===== src/rtl/niu32_pkg.sv =====
// Shared Niu32 constants: word size and the I/O page register map.
// Used by the core, the data-memory decode and the I/O responder.
package niu32_pkg;

    localparam int WORD_SIZE = 32;

    localparam logic [WORD_SIZE-1:0] ADDR_HEX     = 32'hFFFF0000;
    localparam logic [WORD_SIZE-1:0] ADDR_LEDR    = 32'hFFFF0020;
    localparam logic [WORD_SIZE-1:0] ADDR_LEDG    = 32'hFFFF0040;
    localparam logic [WORD_SIZE-1:0] ADDR_KEY     = 32'hFFFF0100;
    localparam logic [WORD_SIZE-1:0] ADDR_KEYEDGE = 32'hFFFF0104;
    localparam logic [WORD_SIZE-1:0] ADDR_SWITCH  = 32'hFFFF0120;

    function automatic logic is_io_page(input logic [WORD_SIZE-1:0] addr);
        return addr[31:16] == 16'hFFFF;
    endfunction

endpackage


===== src/rtl/niu32_io_responder_if.sv =====
// Memory-stage request/response bus between the core (master) and the
// I/O responder (slave).
interface niu32_io_responder_if;
    import niu32_pkg::*;

    logic                 req_valid;
    logic                 req_we;
    logic [WORD_SIZE-1:0] req_addr;
    logic [WORD_SIZE-1:0] req_wdata;
    logic                 io_hit;
    logic                 resp_ready;
    logic [WORD_SIZE-1:0] resp_rdata;

    modport master (
        output req_valid, req_we, req_addr, req_wdata,
        input  io_hit, resp_ready, resp_rdata
    );

    modport slave (
        input  req_valid, req_we, req_addr, req_wdata,
        output io_hit, resp_ready, resp_rdata
    );

endinterface


===== src/rtl/niu32_debounce.sv =====
// One key: 2-flop synchronizer, inversion to pressed-high, and a stability
// counter that must reach DEBOUNCE_CYCLES-1 before the debounced level moves.
module niu32_debounce #(
    parameter int DEBOUNCE_CYCLES = 50000
) (
    input  logic clk,
    input  logic reset,
    input  logic i_key_n,
    output logic o_db,
    output logic o_rise
);

    localparam int CNT_W = $clog2(DEBOUNCE_CYCLES);
    localparam logic [CNT_W-1:0] CNT_LAST = CNT_W'(DEBOUNCE_CYCLES - 1);

    logic             r_meta;
    logic             r_sync;
    logic [CNT_W-1:0] r_cnt;
    logic             r_db;
    logic             w_pressed;
    logic             w_done;

    assign w_pressed = ~r_sync;
    assign w_done    = (w_pressed != r_db) && (r_cnt == CNT_LAST);

    always_ff @(posedge clk) begin
        if (reset) begin
            r_meta <= 1'b1;
            r_sync <= 1'b1;
            r_cnt  <= '0;
            r_db   <= 1'b0;
        end else begin
            r_meta <= i_key_n;
            r_sync <= r_meta;
            // Any sample agreeing with the debounced level restarts the count.
            if (w_pressed == r_db) begin
                r_cnt <= '0;
            end else if (w_done) begin
                r_cnt <= '0;
                r_db  <= w_pressed;
            end else begin
                r_cnt <= r_cnt + CNT_W'(1);
            end
        end
    end

    assign o_db   = r_db;
    assign o_rise = w_done & w_pressed;

endmodule


===== src/rtl/niu32_io_responder.sv =====
// I/O-page responder: HEX/LEDR/LEDG output registers, synchronized switches,
// debounced keys and a sticky read-to-clear key-press register.
module niu32_io_responder
    import niu32_pkg::*;
#(
    parameter int DEBOUNCE_CYCLES = 50000
) (
    input  logic                 clk,
    input  logic                 reset,
    niu32_io_responder_if.slave  bus,
    input  logic [3:0]           KEY,
    input  logic [9:0]           SWITCH,
    output logic [9:0]           LEDR,
    output logic [7:0]           LEDG,
    output logic [15:0]          hex_value
);

    typedef enum logic {
        S_IDLE = 1'b0,
        S_RESP = 1'b1
    } state_t;

    state_t               r_state;
    state_t               w_state_next;
    logic                 w_hit;
    logic                 w_accept;
    logic                 w_resp;
    logic [WORD_SIZE-1:0] w_rdata;
    logic                 w_edge_clr;

    logic [15:0]          r_hex;
    logic [9:0]           r_ledr;
    logic [7:0]           r_ledg;
    logic [WORD_SIZE-1:0] r_rdata;
    logic [3:0]           r_edge;
    logic [9:0]           r_sw_meta;
    logic [9:0]           r_sw_sync;
    logic [3:0]           w_key_db;
    logic [3:0]           w_key_rise;

    assign w_hit      = is_io_page(bus.req_addr);
    assign bus.io_hit = w_hit;

    always_ff @(posedge clk) begin
        if (reset) r_state <= S_IDLE;
        else       r_state <= w_state_next;
    end

    always_comb begin
        w_state_next = r_state;
        case (r_state)
            S_IDLE: if (bus.req_valid && w_hit) w_state_next = S_RESP;
            S_RESP: w_state_next = S_IDLE;
            default: w_state_next = S_IDLE;
        endcase
    end

    always_comb begin
        w_accept = 1'b0;
        w_resp   = 1'b0;
        case (r_state)
            S_IDLE: w_accept = bus.req_valid && w_hit;
            S_RESP: w_resp   = 1'b1;
            default: ;
        endcase
    end

    assign bus.resp_ready = w_resp;
    assign bus.resp_rdata = r_rdata;

    for (genvar k = 0; k < 4; k++) begin : g_key
        niu32_debounce #(.DEBOUNCE_CYCLES(DEBOUNCE_CYCLES)) u_db (
            .clk     (clk),
            .reset   (reset),
            .i_key_n (KEY[k]),
            .o_db    (w_key_db[k]),
            .o_rise  (w_key_rise[k])
        );
    end

    always_ff @(posedge clk) begin
        if (reset) begin
            r_sw_meta <= '0;
            r_sw_sync <= '0;
        end else begin
            r_sw_meta <= SWITCH;
            r_sw_sync <= r_sw_meta;
        end
    end

    always_comb begin
        w_rdata = '0;
        case (bus.req_addr)
            ADDR_HEX:     w_rdata = {16'b0, r_hex};
            ADDR_LEDR:    w_rdata = {22'b0, r_ledr};
            ADDR_LEDG:    w_rdata = {24'b0, r_ledg};
            ADDR_KEY:     w_rdata = {28'b0, w_key_db};
            ADDR_KEYEDGE: w_rdata = {28'b0, r_edge};
            ADDR_SWITCH:  w_rdata = {22'b0, r_sw_sync};
            default:      w_rdata = '0;
        endcase
    end

    assign w_edge_clr = w_accept && !bus.req_we && (bus.req_addr == ADDR_KEYEDGE);

    always_ff @(posedge clk) begin
        if (reset) begin
            r_hex   <= '0;
            r_ledr  <= '0;
            r_ledg  <= '0;
            r_rdata <= '0;
            r_edge  <= '0;
        end else begin
            // A new press in the clearing cycle survives the clear.
            r_edge <= (w_edge_clr ? 4'b0 : r_edge) | w_key_rise;
            if (w_accept) begin
                if (bus.req_we) begin
                    r_rdata <= '0;
                    case (bus.req_addr)
                        ADDR_HEX:  r_hex  <= bus.req_wdata[15:0];
                        ADDR_LEDR: r_ledr <= bus.req_wdata[9:0];
                        ADDR_LEDG: r_ledg <= bus.req_wdata[7:0];
                        default: ;
                    endcase
                end else begin
                    r_rdata <= w_rdata;
                end
            end
        end
    end

    assign LEDR      = r_ledr;
    assign LEDG      = r_ledg;
    assign hex_value = r_hex;

endmodule


===== src/flat_wrapper.sv =====
// flat-port wrapper written by rule: the top's interface ports become plain ports
module niu32_io_responder_flat import niu32_pkg::*;
#(
    parameter int DEBOUNCE_CYCLES = 50000
)
  (clk, reset, KEY, SWITCH, LEDR, LEDG, hex_value, bus_req_valid, bus_req_we, bus_req_addr, bus_req_wdata, bus_io_hit, bus_resp_ready, bus_resp_rdata);
  niu32_io_responder_if bus_i ();
  input  logic clk;
  input  logic reset;
  input  logic [3:0] KEY;
  input  logic [9:0] SWITCH;
  output logic [9:0] LEDR;
  output logic [7:0] LEDG;
  output logic [15:0] hex_value;
  input wire logic [$bits(bus_i.req_valid)-1:0] bus_req_valid;
  input wire logic [$bits(bus_i.req_we)-1:0] bus_req_we;
  input wire logic [$bits(bus_i.req_addr)-1:0] bus_req_addr;
  input wire logic [$bits(bus_i.req_wdata)-1:0] bus_req_wdata;
  output wire logic [$bits(bus_i.io_hit)-1:0] bus_io_hit;
  output wire logic [$bits(bus_i.resp_ready)-1:0] bus_resp_ready;
  output wire logic [$bits(bus_i.resp_rdata)-1:0] bus_resp_rdata;
  assign bus_i.req_valid = bus_req_valid;
  assign bus_i.req_we = bus_req_we;
  assign bus_i.req_addr = bus_req_addr;
  assign bus_i.req_wdata = bus_req_wdata;
  assign bus_io_hit = bus_i.io_hit;
  assign bus_resp_ready = bus_i.resp_ready;
  assign bus_resp_rdata = bus_i.resp_rdata;
  niu32_io_responder #(.DEBOUNCE_CYCLES(DEBOUNCE_CYCLES)) u_core (.clk(clk), .reset(reset), .bus(bus_i), .KEY(KEY), .SWITCH(SWITCH), .LEDR(LEDR), .LEDG(LEDG), .hex_value(hex_value));
endmodule

===== config.mk =====
export PLATFORM = sky130hd
export DESIGN_NAME = niu32_io_responder_flat
export DESIGN_NICKNAME = d
export VERILOG_FILES = /design/src/rtl/niu32_pkg.sv /design/src/rtl/niu32_io_responder_if.sv /design/src/rtl/niu32_debounce.sv /design/src/rtl/niu32_io_responder.sv /design/src/flat_wrapper.sv
export SDC_FILE = /design/constraint.sdc
export NUM_CORES = 1
export LEC_CHECK = 0
export ABC_AREA = 1
export CORE_UTILIZATION = 57
export DETAILED_ROUTE_END_ITERATION = 8
export DONT_BUFFER_PORTS = 1
export PLACE_DENSITY = 0.79
export SLEW_MARGIN = 20
export SYNTH_ARGS = -nofsm -noshare
export SYNTH_HDL_FRONTEND = slang
export SYNTH_SLANG_ARGS = --single-unit

===== constraint.sdc =====
create_clock -name clk -period 4.36 [get_ports clk]
set_input_delay 0.872 -clock clk [delete_from_list [all_inputs] [get_ports clk]]
set_output_delay 0.872 -clock clk [all_outputs]
set_load 0.02 [all_outputs]

==> Yosys cells after proc, flatten, opt, wreduce, memory -nomap -nowiden <==
Index checks and enable logic that the tools add are counted.
{ "classes": {"reduce_logical": 19, "addsub": 4, "muxes": 7, "n_eq_ne": 19, "bitwise": 14} }
{ "op_table": {"columns": ["op", "n"], "rows": [
  ["$eq A32 B32 Y1 const B", 6],
  ["$pmux W16 S6", 1],
  ["$eq A16 B16 Y1 const B", 5],
  ["$add A16 B1 Y16 const B", 4],
  ["$mux W32", 1],
  ["$reduce_or A3 Y1", 4],
  ["$not A1 Y1", 9],
  ["$reduce_and A3 Y1", 3],
  ["$reduce_and A2 Y1", 4],
  ["$logic_and A1 B1 Y1", 7],
  ["$and A1 B1 Y1", 4],
  ["$eq A1 B1 Y1", 4],
  ["$mux W4", 1],
  ["$ne A1 B1 Y1", 4],
  ["$or A4 B4 Y4", 1],
  ["$mux W1", 3],
  ["$pmux W1 S2", 1],
  ["$logic_not A1 Y1", 1]
]} }
{ "totals": {"out_inout_bits": 68, "in_bits": 82, "reg_bits": 167} }

==> Logic depth before layout (Yosys ltp) <==
{ "depth": {"depth_word": 7, "depth_mapped": 12, "ltp_nobuf": 12} }

==> Hierarchy <==
A second synthesis with hierarchy kept.
{ "hier_totals": {"hier_cells": 916, "hier_area_um2": 6869.1} }
{ "modules_own_cells": {"columns": ["module", "cells_each", "area_per_inst_um2", "seq_area_each_um2", "n_inst"], "rows": [
  ["niu32_debounce", 117, 905.9, 380.4, 4],
  ["niu32_io_responder", 448, 3245.6, 1501.4, 1]
]} }

==> Worst setup path before layout <==
No wires, ideal clock.
{ "synth_timing": {"kind": "input port to output port", "start": "input bus_req_addr[17]", "end": "output bus_io_hit", "required_ps": 3488, "arrival_time_ps": 1659, "setup_slack_ps": 1829, "n_path_buf": 2, "path_stages": 6, "path_cell_list": "nand2_1 -> nor2_1 -> nand2_1 -> nor2_4 -> buf_2 -> buf_4"} }
{ "synth_via": {"elab_chain_cells": 1} }
{ "synth_rtl": {"columns": ["item", "line_no", "rtl"], "rows": [
  ["start, declared", "flat_wrapper.sv:17", "input wire logic [$bits(bus_i.req_addr)-1:0] bus_req_addr;"],
  ["$eq A16 B16 Y1", "niu32_pkg.sv:15", "return addr[31:16] == 16'hFFFF;"],
  ["end, declared", "flat_wrapper.sv:19", "output wire logic [$bits(bus_i.io_hit)-1:0] bus_io_hit;"]
]} }
No other way between the ends.

==> Worst setup path in the final report <==
{ "layout_timing": {"start": "input bus_req_addr[25]", "end": "output bus_io_hit"} }
The elaborated chain is that of the path after synthesis.

==> summary.txt <==
Synthesis
  – Async SR Flop Fraction: 0%
  – Yosys top cell by area: dfxtp_1
  – Area contributors post-synth: dfxtp_1 46%, nand2_1 7.3%, inv_1 7.0%
  – Yosys reg bits: 151
  – Main synth FF type: dfxtp_1
  – Synth cell types: 37
  – Seq/Total Area, Yosys: 46.4%
  – Post-synth EDFFs: 0
  – Gate Count Post-Synth: 879
  – Post-Syn Area per Cell: 7.41 µm²
  – Mapped Area: 6510 µm²
  – Synth warn: 0
  – Synth top area share: 46.4%

STA
  – Final worst path period need: 2780 ps
  – Slew @ Worst Pin: 826 ps
  – Period utilization: 63.9%
  – Final Setup Violations: 0
  – Final Max Tran Viols: 0
  – Final Hold Viols: 0
  – Relative slew margins: 44.7%
  – Clock Skew: 5.60 ps
  – RSZ-0062 raised after global routing: false
  – Setup TNS: 0 ps
  – Max Freq: 0.359 GHz
  – Hold WS: 404 ps

CTS
  – CTS Buf Count: 17
  – Hold Buf Count CTS: 0
  – TritonCTS clock tree: built
  – Clk Latency, worst-skew pair: 420 ps
  – Max H-tree Level: 4
  – Root buffer cell: clkbuf_16
  – Max clock buf depth: 2
  – Clock slew at reported path FFs: 70 ps
  – Cts repair resizes: 0
  – TritonCTS sink count: 151
  – Postcts setup bufs: 0

Run status
  – Outcome: finished, final reports clean

Detailed routing
  – Routed WL per cell: 13.5 µm
  – Antenna-violating nets left: 0
  – Number of vias per cell: 5.27
  – Vias after detailed routing: 5413
  – DR DRC count: 0
  – 1st-pass router iterations: 6
  – Final WL: 13900 µm
  – DR iter-0 viols: 261

Min path
  – Worst Hold End: u_core.r_sw_sync[6]
  – Hold Startpoint: u_core.r_sw_meta[6]
  – WHS Path Cells: 2
  – Worst hold path type: reg2reg

Global routing
  – Vias in the first global route: 5032
  – Total global routing overflow: 0
  – First-pass GRT wire length: 23000 µm
  – Initial antenna violation count: 0
  – GRT Overall Usage: 25.0%
  – Largest net degree at the start of global routing: 56

Power and ir drop
  – Pwr per Cell Area: 408 nW/µm²
  – Worst VDD drop: 0.000347 V
  – Total leakage power: 2.79 nW

Finish
  – Fin cells: 1027
  – # diodes: 0
  – Finished Cell Area: 7140 µm²
  – Commonest non-fill, non-tap cell in the layout: dfxtp_1
  – Layout cells sized above 1: 6.20%
  – Most frequent cells in the layout: 151 x dfxtp_1, 127 x nand2_1, 122 x inv_1
  – Area Growth Syn to Fin: 9.61%
  – Final core area utilization: 65.0%
  – Nets@finish: 961
  – FILL cells: 963

Flow run
  – Max Cap Viol: 0

Critical path
  – WP data required: 3490 ps
  – R2r startpoint: u_core.g_key[3].u_db.r_cnt[0]
  – Worst setup EP type: output port
  – FF-to-FF setup slack: 2410 ps
  – Cells on worst reg2reg path: 9
  – Crit-path max FO: 25
  – Critical Path AT: 1910 ps
  – Worst flop-to-flop path endpoint: u_core.g_key[3].u_db.r_cnt[12]
  – Type of origin of the critical path: primary input
  – CP Class: in2out

Placed design
  – Dpl hpwl: 9730 µm
  – Placed cell area: 6550 µm²
  – Routability Congestion: 0.812
  – Port buffer count: 0
  – Post-Place Cells: 996

Die
  – Initial Util: 59.3%
  – Die X: 109 µm
  – Top Ports: 150
  – Die area: 11900 µm²
  – Height of the die: 109 µm
  – Cell Rows: 38
  – Core ar.: 11000 µm²
routing by layer:
| layer | global-route usage [%] | share of wire (%) |
|---|---|---|
| met5 | 0 | 0 |
| met4 | 9.65 | 1.7 |
| met3 | 9.26 | 6.0 |
| met2 | 40.8 | 48 |
| met1 | 29.7 | 44 |
worst max-delay path, stage by stage:
cell and delay (ps):
nand2_1 30, nor2_1 110, nand2_1 100, nor2_4 380
buf_4 400
cells by family after synthesis:
group | synth area share, %
other cells | 0.0576
flops | 46.4
fa+ha+maj | 0.769
xor+xnor | 2.82
compound gates | 10.7
simple gates | 28.3
buf+inv | 10.9
power by group:
group | total, mW | leakage, nW | switching (mW) | internal [mW]
Sequential | 1.40 | 1.22 | 0.00490 | 1.39
Clock | 1.45 | 0.288 | 0.563 | 0.891
Combinational | 0.0571 | 1.28 | 0.0416 | 0.0155
cell usage after synthesis (15+ instances only):
cell and count:
a21oi_1 73, buf_4 18, dfxtp_1 151, inv_1 122, nand2_1 127, nand3_1 70
nand4_1 21, nor2_1 108, nor3_1 33, o21ai_0 18, o21ai_1 26, xor2_1 15
registers in the layout (all words and copies together), names as in the netlist:
name / count
u_core.bus.resp_rdata: 16
u_core.g_key.u_db.r_meta: 4
u_core.r_edge: 4
u_core.LEDR: 10
u_core.g_key.u_db.o_db: 4
u_core.hex_value: 16
u_core.LEDG: 8
u_core.r_sw_sync: 10
u_core.r_sw_meta: 10
u_core.g_key.u_db.r_cnt: 64
u_core.g_key.u_db.r_sync: 4
u_core.r_state: 1
stage by stage:
| step | setup slack (ps) | total power [mW] |
|---|---|---|
| floorplan | 1830 | 1.49 |
| global placement | 1530 | 1.48 |
| detailed placement | 1490 | 1.48 |
| CTS | 1590 | 2.92 |
| global route | 1440 | 3.00 |
| finish | 1580 | 2.91 |
worst max-delay path by stage:
stage	to	start	slack [ps]	cells past startpoint
after floorplan	bus_io_hit	bus_req_addr[17]	1830	6
after global placement	u_core.bus.resp_rdata[10]	bus_req_addr[12]	1530	9
after detailed placement	u_core.bus.resp_rdata[14]	bus_req_addr[12]	1490	9
after CTS	bus_io_hit	bus_req_addr[25]	1590	5
after global routing	bus_io_hit	bus_req_addr[17]	1440	5
final	bus_io_hit	bus_req_addr[25]	1580	5
area by class of cell:
class | count | area [µm²] | area share, %
Clock inverter | 9 | 116 | 1.63
Tap cell | 140 | 175 | 2.45
Sequential cell | 151 | 3020 | 42.3
Multi-Input combinational cell | 576 | 2850 | 39.9
Inverter | 124 | 465 | 6.52
Timing Repair Buffer | 5 | 37.5 | 0.526
Clock buffer | 22 | 474 | 6.64
Power figures use the tool's default switching activity.
